$ cat config.mk
export PLATFORM = sky130hd
export DESIGN_NAME = fp_norm_round
export DESIGN_NICKNAME = d
export VERILOG_FILES = /design/src/rtl/fp_norm_round.sv
export SDC_FILE = /design/constraint.sdc
export NUM_CORES = 1
export LEC_CHECK = 0
export BUFFER_PORTS_ARGS = -buffer_cell sky130_fd_sc_hd__buf_4
export CAP_MARGIN = 20
export CORE_MARGIN = 4
export CORE_UTILIZATION = 30
export DETAILED_ROUTE_END_ITERATION = 10
export GPL_ROUTABILITY_DRIVEN = 0
export PLACE_DENSITY = 0.54
export SYNTH_ARGS = -nofsm -noshare
export SYNTH_HDL_FRONTEND = slang
export SYNTH_SLANG_ARGS = --single-unit
export TNS_END_PERCENT = 1
$ cat constraint.sdc
create_clock -name clk -period 4.6 [get_ports clk]
set_input_delay 0.23 -clock clk [delete_from_list [all_inputs] [get_ports clk]]
set_output_delay 0.23 -clock clk [all_outputs]
set_load 0.005 [all_outputs]
$ cat src/rtl/fp_norm_round.sv
// fp_norm_round: normalise, round-to-nearest-even and pack stage for the single-precision add/sub datapath.
// Define FP_SUBNORMAL_EN for gradual underflow; the default build flushes tiny results to zero.
module fp_norm_round #(
    parameter int EXP_W  = 8,
    parameter int FRAC_W = 23,
    parameter int BIAS   = 127
) (
    input  logic                  clk,
    input  logic                  arst_n,
    input  logic                  in_valid,
    output logic                  in_ready,
    input  logic                  in_sign,
    input  logic [EXP_W:0]        in_exp,
    input  logic [FRAC_W+4:0]     in_mant,
    input  logic [1:0]            in_special,
    output logic                  out_valid,
    input  logic                  out_ready,
    output logic [EXP_W+FRAC_W:0] out_result,
    output logic [2:0]            out_flags
);
    localparam int MW  = FRAC_W + 4;        // hidden + fraction + G/R/S
    localparam int SW  = FRAC_W + 1;        // significand incl. hidden bit
    localparam int XW  = EXP_W + 2;         // signed exponent internals
    localparam int LZW = $clog2(MW + 1);

    localparam logic [1:0] SP_NORM = 2'b00;
    localparam logic [1:0] SP_ZERO = 2'b01;
    localparam logic [1:0] SP_INF  = 2'b10;
    localparam logic [1:0] SP_NAN  = 2'b11;

    // All-ones exponent field (2*BIAS+1 == 2^EXP_W-1 for IEEE formats)
    localparam logic signed [XW-1:0] EXP_INF = XW'(2 * BIAS + 1);

    function automatic logic [LZW-1:0] lzc(input logic [MW-1:0] v);
        logic [LZW-1:0] n;
        logic           found;
        n     = '0;
        found = 1'b0;
        for (int i = MW - 1; i >= 0; i--) begin
            if (!found && v[i]) begin
                found = 1'b1;
            end else if (!found) begin
                n = n + 1'b1;
            end else begin
                n = n;
            end
        end
        return n;
    endfunction

    logic                 s1_valid_r;
    logic                 s2_valid_r;
    logic                 s1_adv_s;
    logic                 in_fire_s;

    logic                 s1_sign_r;
    logic signed [XW-1:0] s1_exp_r;
    logic [MW-1:0]        s1_mant_r;
    logic [1:0]           s1_special_r;

    logic                 norm_sign_s;
    logic signed [XW-1:0] norm_exp_s;
    logic [MW-1:0]        norm_mant_s;
    logic [1:0]           norm_special_s;
    logic [LZW-1:0]       lz_s;

    logic                 tiny_s;
    logic [MW-1:0]        rnd_mant_s;
    logic                 round_up_s;
    logic                 inexact_s;
    logic [SW:0]          sum_s;
    logic signed [XW-1:0] exp_fin_s;
    logic [FRAC_W-1:0]    frac_s;
    logic [EXP_W+FRAC_W:0] res_s;
    logic [2:0]           flags_s;

`ifdef FP_SUBNORMAL_EN
    logic signed [XW-1:0] den_amt_s;
    logic [LZW-1:0]       den_sh_s;
    logic [MW-1:0]        den_mant_s;
    logic [MW-1:0]        den_lost_s;
`endif

    assign s1_adv_s  = !s2_valid_r || out_ready;
    assign in_ready  = !s1_valid_r || s1_adv_s;
    assign in_fire_s = in_valid && in_ready;
    assign out_valid = s2_valid_r;

    // Stage 1 combinational normalise: carry shifts right with sticky, otherwise shift out leading zeros
    always_comb begin
        lz_s           = lzc(in_mant[MW-1:0]);
        norm_sign_s    = in_sign;
        norm_special_s = in_special;
        norm_exp_s     = $signed({1'b0, in_exp});
        norm_mant_s    = in_mant[MW-1:0];
        if (in_special != SP_NORM) begin
            norm_mant_s = in_mant[MW-1:0];
        end else if (in_mant == '0) begin
            norm_special_s = SP_ZERO;
            norm_sign_s    = 1'b0;
        end else if (in_mant[MW]) begin
            norm_mant_s = {in_mant[MW:2], in_mant[1] | in_mant[0]};
            norm_exp_s  = norm_exp_s + XW'(1);
        end else begin
            norm_mant_s = in_mant[MW-1:0] << lz_s;
            norm_exp_s  = norm_exp_s - XW'(lz_s);
        end
    end

    // Stage 1 valid and normalised-operand registers
    always_ff @(posedge clk or negedge arst_n) begin
        if (!arst_n) begin
            s1_valid_r   <= 1'b0;
            s1_sign_r    <= 1'b0;
            s1_exp_r     <= '0;
            s1_mant_r    <= '0;
            s1_special_r <= SP_NORM;
        end else begin
            if (in_ready) begin
                s1_valid_r <= in_valid;
            end
            if (in_fire_s) begin
                s1_sign_r    <= norm_sign_s;
                s1_exp_r     <= norm_exp_s;
                s1_mant_r    <= norm_mant_s;
                s1_special_r <= norm_special_s;
            end
        end
    end

    // Stage 2 mantissa selection: denormalising right shift for tiny results when enabled
    always_comb begin
        tiny_s     = (s1_exp_r <= XW'(0));
        rnd_mant_s = s1_mant_r;
`ifdef FP_SUBNORMAL_EN
        den_amt_s  = XW'(1) - s1_exp_r;
        den_sh_s   = '0;
        den_mant_s = s1_mant_r;
        den_lost_s = '0;
        if (tiny_s) begin
            if (den_amt_s > XW'(MW)) begin
                den_sh_s = LZW'(MW);
            end else begin
                den_sh_s = den_amt_s[LZW-1:0];
            end
            {den_mant_s, den_lost_s} = {s1_mant_r, {MW{1'b0}}} >> den_sh_s;
            rnd_mant_s = {den_mant_s[MW-1:1], den_mant_s[0] | (|den_lost_s)};
        end else begin
            rnd_mant_s = s1_mant_r;
        end
`endif
    end

    // Stage 2 round-to-nearest-even, exponent adjust and packing
    always_comb begin
        round_up_s = rnd_mant_s[2] & (rnd_mant_s[1] | rnd_mant_s[0] | rnd_mant_s[3]);
        inexact_s  = rnd_mant_s[2] | rnd_mant_s[1] | rnd_mant_s[0];
        sum_s      = {1'b0, rnd_mant_s[MW-1:3]} + {{SW{1'b0}}, round_up_s};
        exp_fin_s  = s1_exp_r + XW'(sum_s[SW]);
        frac_s     = sum_s[SW] ? sum_s[FRAC_W:1] : sum_s[FRAC_W-1:0];
        res_s      = '0;
        flags_s    = 3'b000;
        case (s1_special_r)
            SP_ZERO: res_s = {s1_sign_r, {(EXP_W+FRAC_W){1'b0}}};
            SP_INF:  res_s = {s1_sign_r, {EXP_W{1'b1}}, {FRAC_W{1'b0}}};
            SP_NAN:  res_s = {1'b0, {EXP_W{1'b1}}, 1'b1, {(FRAC_W-1){1'b0}}};
            default: begin
                if (tiny_s) begin
`ifdef FP_SUBNORMAL_EN
                    // A round carry into the hidden bit lands on exponent field 1: the smallest normal
                    res_s   = {s1_sign_r, {(EXP_W-1){1'b0}}, sum_s[FRAC_W], sum_s[FRAC_W-1:0]};
                    flags_s = {1'b0, inexact_s, inexact_s};
`else
                    res_s   = {s1_sign_r, {(EXP_W+FRAC_W){1'b0}}};
                    flags_s = 3'b011;
`endif
                end else if (exp_fin_s >= EXP_INF) begin
                    res_s   = {s1_sign_r, {EXP_W{1'b1}}, {FRAC_W{1'b0}}};
                    flags_s = 3'b101;
                end else begin
                    res_s   = {s1_sign_r, exp_fin_s[EXP_W-1:0], frac_s};
                    flags_s = {2'b00, inexact_s};
                end
            end
        endcase
    end

    // Stage 2 output registers; results hold while the consumer stalls
    always_ff @(posedge clk or negedge arst_n) begin
        if (!arst_n) begin
            s2_valid_r <= 1'b0;
            out_result <= '0;
            out_flags  <= 3'b000;
        end else if (s1_adv_s) begin
            s2_valid_r <= s1_valid_r;
            if (s1_valid_r) begin
                out_result <= res_s;
                out_flags  <= flags_s;
            end
        end
    end
endmodule

Word-level counts from Yosys, hierarchy flattened --
Index checks and enable logic that the tools add are counted.
Storage, ports and cells: output and inout port bits 37, bits in registers 77
Operators by class: equality and inequality tests 3, mux-type cells 96, $add $sub $neg 30, order comparisons 2, bitwise logic cells 6, reductions and logical operators 61, shift operators 1
Operators with widths (number):
- 2-to-1 mux 5 bit | 50
- adder 5 x 1 -> 5 bit, second input constant | 25
- case mux 32 bit (3 select lines) | 1
- 2-to-1 mux 27 bit | 3
- 2-to-1 mux 31 bit | 2
- 2-to-1 mux 10 bit | 3
- 2-to-1 mux 1 bit | 29
- zero test 1 bit | 28
- zero test 28 bit | 1
- logical AND 1 bit | 27
- << shifter 27 x 5 -> 27 bit | 1
- adder 24 x 1 -> 25 bit | 1
- 2-to-1 mux 23 bit | 1
- adder 10 x 1 -> 10 bit | 1
- adder 9 x 1 -> 10 bit, second input constant | 1
- greater-or-equal comparator 10 x 9 -> 1 bit, second input constant | 1
- <= comparator 10 x 1 -> 1 bit, second input constant | 1
- subtractor 9 x 5 -> 10 bit | 1
- 2-to-1 mux 3 bit | 3
- 2-to-1 mux 2 bit | 4
- OR 1 bit | 5
- equality test 2 bit, second input constant | 2
- OR reduction 3 bit | 1
- adder 1 x 1 -> 2 bit, second input constant | 1
- other kinds (5) | 6

Logic depth before layout (Yosys ltp) --
depth after elaboration 83, depth in mapped cells 101, depth with buffers taken out 100

Worst setup path before layout --
OpenSTA, ideal clock, no wires.
path kind in2reg, start input port in_mant[26], end register s1_exp_r[9], slack -12259 ps, arrival time 16722 ps, stages on the path 94, buffers on the path 4, path through buf_2 nor2_1 ha_1 a31oi_1 nor2_1 ha_1 nand2b_1 a21boi_0 ha_1 a21o_1 ha_1 a21boi_0 o21bai_1 ha_1 mux2_2 ha_1 mux2i_1 a21oi_1 [... 58 more ...] a21oi_1 nor2_1 a21oi_1 o21ai_1 clkbuf_1 clkbuf_1 nor3_1 xnor2_1 nor2_1 ha_1 a21o_1 a21oi_1 o21bai_1 a21oi_1 o21bai_1 a21oi_1 xor2_1 o21ai_0
Between the ends: word-level cells in the longest chain between the ends 83, elaborated cells on any way between the ends 162
RTL lines:
- start, declared | line 14 | input logic [FRAC_W+4:0] in_mant,
- 2-to-1 mux 1 bit | line 40 | if (!found && v[i]) begin
- adder 1 x 1 -> 2 bit / zero test 1 bit (equally long branches)
- 2-to-1 mux 2 bit / logical AND 1 bit (equally long branches) | line 42, 40
- 2-to-1 mux 2 bit / 2-to-1 mux 1 bit (equally long branches) | line 40
- adder 5 x 1 -> 5 bit / zero test 1 bit (equally long branches)
- 2-to-1 mux 5 bit / logical AND 1 bit (equally long branches) | line 42, 40
- 2-to-1 mux 5 bit / 2-to-1 mux 1 bit (equally long branches) | line 40
- adder 5 x 1 -> 5 bit / zero test 1 bit (equally long branches)
- [... 67 more ...]
- 2-to-1 mux 5 bit / 2-to-1 mux 1 bit (equally long branches) | line 40
- adder 5 x 1 -> 5 bit / zero test 1 bit (equally long branches)
- 2-to-1 mux 5 bit / logical AND 1 bit (equally long branches) | line 42, 40
- 2-to-1 mux 5 bit | line 40
- subtractor 9 x 5 -> 10 bit | line 106 | norm_exp_s = norm_exp_s - XW'(lz_s);
- 2-to-1 mux 10 bit | line 101 | end else if (in_mant[MW]) begin
- 2-to-1 mux 10 bit * | line 98 | end else if (in_mant == '0) begin
- 2-to-1 mux 10 bit * | line 96 | if (in_special != SP_NORM) begin
- end signal, assigned | line 124 | s1_exp_r <= norm_exp_s;
- end, declared | line 57 | logic signed [XW-1:0] s1_exp_r;
Mark *: on every way between the ends. The rest lies on a longest branch, timed or not. A chain may end at the register's enable or synchronous reset.

Worst setup path after layout --
Same ends and word-level chain as after synthesis.

==> key figures <==
Outcome
  – Failing checks: negative setup slack
  – Status: finished with violations

Logic synthesis
  – Syn_nets: around 1300
  – Synth warnings: 0
  – Syn Inst Count: about 1200
  – Post-synth EDFFs: 0
  – Top cells by count, synth: nand2_1 (157), nor2_1 (110), a21oi_1 (107)
  – Synth Area per Inst: 7.43 um2
  – FF+latch count, synth: between 70 and 80
  – Area contributors post-synth: dfrtp_1 (22%), nand2_1 (6.8%), a21oi_1 (6.1%)
  – Share of flip-flops with an asynchronous set or reset: between 90% and 100%
  – Synth cell types: 86
  – Sequential element share of the synthesized area: between 20% and 30%
  – Most numerous cell in the Yosys netlist: nand2_1
  – Top-area cell type share of the netlist area: between 20 and 25%
  – Post-Syn Area: slightly below 9000 um2
  – Top FF cell, synth: dfrtp_1
  – Post-synth top area cell: dfrtp_1

Routing
  – DR WL met3: 1.06 mm
  – Met2 wire len: ~13 mm
  – Detailed Route WL: roughly 29 mm
  – Pre-Repair DR Iteration Count: 5
  – Avg WL per Cell: approximately 15 um
  – DR top layer: met4
  – DRC Markers: 0
  – Vias/cell: 5.10
  – ANT nets after route: 0
  – Drt initial violations: 550
  – Vias: ~9600
  – M1 wire length: 13.8 mm

Setup path
  – Most used cell, CP: ha_1
  – Worst Setup Start Kind: input port
  – R2R depth: 21
  – Slowest CP cell: ha_1
  – Critical Path Max Stage Delay: 330 ps
  – WS Path Type: input port to register
  – Data arrival, critical path: between 15000 and 20000 ps
  – Worst Path Required: 4800 ps
  – R2r startpoint: rnd_mant_s[2]
  – Critical path endpoint category: register
  – FF-to-FF setup slack: around 80 ps
  – R2r endpoint: out_result[9]
  – Crit Path Max Fanout: 4

GRT
  – Vias in the first global route: 9282
  – Total track usage: ~18%
  – Initial antenna violation count: 0
  – Gr ovfl total: 0
  – Global-route wire length before repair: ~47 mm
  – Largest net degree at the start of global routing: 78

STA
  – Max Fclk: ~64 MHz
  – RSZ-0062 raised after global routing: yes
  – Tightest Pin Transition: roughly 940 ps
  – Endpoints failing hold: 0
  – Final critical-path share of the clock period: 340%
  – Setup TNS Final: -373980 ps
  – Slack of the critical path: -11060 ps
  – # setup viols final: 36
  – Pins Over Slew Limit: 0
  – Worst Clk Skew: about 5.0 ps
  – Crit path time final: ~16000 ps
  – Slew HR: a little under two fifths

Pwr
  – VDD IR max: between 0.1 and 0.15 mV
  – Power per cell area: around 220 nW/um2
  – Lkg Pwr: between 5 and 6 nW

Worst hold path
  – Min-Delay Path Class: input port to asynchronous set/reset pin

Placed design
  – Hpwl dp: between 20 and 25 mm
  – Placement Setup Slack: -11440 ps
  – Number of buffers added on ports: 80
  – Placed cell area: between 10000 and 15000 um2

Layout
  – ANT cells: 0
  – Nets: 1573
  – Layout cells sized above 1: around a third
  – Syn-to-layout area delta: 44.0%
  – Layout Utilization: 43.8%
  – Post-route cell area: about 13000 um2

Clock tree
  – Latest clock arrival within the worst-skew pair: roughly 330 ps
  – Post-CTS Hold Fix Bufs: 0
  – CTS tree: yes
  – Clock buffer depth: 2
  – Clock Sinks: 77
  – CTS H-Tree Depth: 3
  – Clock root buffer: clkbuf_16
  – CTS buffer count: 9
  – CTS clk-pin slew, worst paths: about 60 ps

Floorplanning
  – Die X: between 150 and 200 um
  – Placeable Area: roughly 29000 um2
  – Die H: around 180 um
  – Top-level I/O count: 81
  – Initial Utilization: 30.4%
  – Die area: between 30000 and 40000 um2
  – Row cnt: 62

Flow run
  – Max-cap viol count: 0
==> stage by stage <==
| stage | instances | hold WS, ps | total power [W] |
|---|---|---|---|
| 2_1_floorplan | 1175 | -65.6 | 0.00147 |
| 3_3_place_gp | 1846 | 442 | 0.00194 |
| 3_5_place_dp | 1846 | 440 | 0.00196 |
| 4_1_cts | 1864 | 83.1 | 0.00274 |
| 5_1_grt | 1879 | 128 | 0.00296 |
| 6_report | 1879 | 29.2 | 0.00277 |
==> final cells by class <==
class | count | area, um2
inverters | 40 | 150
clock buffers | 12 | 256
repair buffers | 375 | 2860
fillers | 2940 | 16100
clock inverters | 4 | 70.1
multi-input cells | 987 | 6820
flip-flops and latches | 77 | 1930
well taps | 384 | 480
==> cell usage in the layout (no fill, tap or decap), types with 7 or more instances in the layout <==
cell type  netlist  routed
ha_4             0      12
o21ai_1          4      20
and3_1          17      16
nor2_1         110     105
a22oi_1          7       7
mux2i_1         30      25
a21oi_2          0      13
and2_1           8       8
a22o_1          10      10
dfrtp_1         77      77
or3_1           14      14
nand2_1        157     152
nand3_1         49      48
xnor2_1         55      53
nor2b_1         21      17
nand2b_1        15      14
clkbuf_16        0       9
ha_1            38      25
nand2_2          2       7
buf_4            2     369
nor3_1          34      30
xor2_1          26      25
inv_1           39      34
nand4_1         11      11
a211oi_1        14      11
o211ai_1        18      18
a21o_1          13      13
a221oi_1        18      16
a21oi_1        107      93
o21ai_0         74      54
nor4_1           7       7
o311ai_0         8       7
a31oi_1         14      12
==> worst max-delay path: cells and delay by family <==
family / cells / cell delay, ps
buffers and inverters: 6 / 460
multiplexers: 9 / 1550
XOR/XNOR: 1 / 160
AND/OR/NAND/NOR: 22 / 1900
AO/OA/AOI/OAI: 34 / 4340
adder cells (fa/ha/maj): 26 / 7180
==> flip-flops by register name, indices dropped and copies added (netlist names) <==
signal,cells
out_result,32
rnd_mant_s,27
s1_exp_r,10
out_flags,3
s1_special_r,2
out_valid,1
s1_sign_r,1
s1_valid_r,1
==> how the worst max path moves through the flow <==
| stage | cells after the start | start | to |
|---|---|---|---|
| floorplan | 95 | in_mant[25] | s1_exp_r[8] |
| CTS | 98 | in_mant[25] | s1_exp_r[9] |
| detailed placement | 101 | in_mant[25] | s1_exp_r[8] |
| global route | 98 | in_mant[26] | s1_exp_r[9] |
| global placement | 99 | in_mant[25] | s1_exp_r[8] |
| finish | 98 | in_mant[26] | s1_exp_r[9] |
==> metal layers <==
metal,global-route usage (%),vias up
met5,0,-
met4,4.51,0
met3,1.53,36
met2,29.9,198
met1,25.1,4465
li1,-,4879
==> power breakdown <==
group          internal (W)  switching, W  leakage [nW]
registers          0.000797      0.000106         0.949
clock network      0.000502      0.000255         0.163
logic              0.000559      0.000553          4.56
==> logic make-up after synthesis <==
kind of cell / after synthesis / share of synthesized area (%)
and+or+nand+nor: 480 / 26.8
AOI/OAI and AO/OA: 334 / 24.7
DFF: 77 / 22.1
buffers and inverters: 111 / 5.12
muxes: 39 / 4.60
adders and majority gates: 43 / 6.14
xor gates and xnor gates: 91 / 10.6
==> timing repair <==
item / in CTS / in global routing
resized for setup: 38 / 41
buffers inserted: 2 / 15
pin swaps: 14 / 70
endpoints found under the setup margin: 36 / 67
No activity file was read; power rests on OpenSTA's default activity.
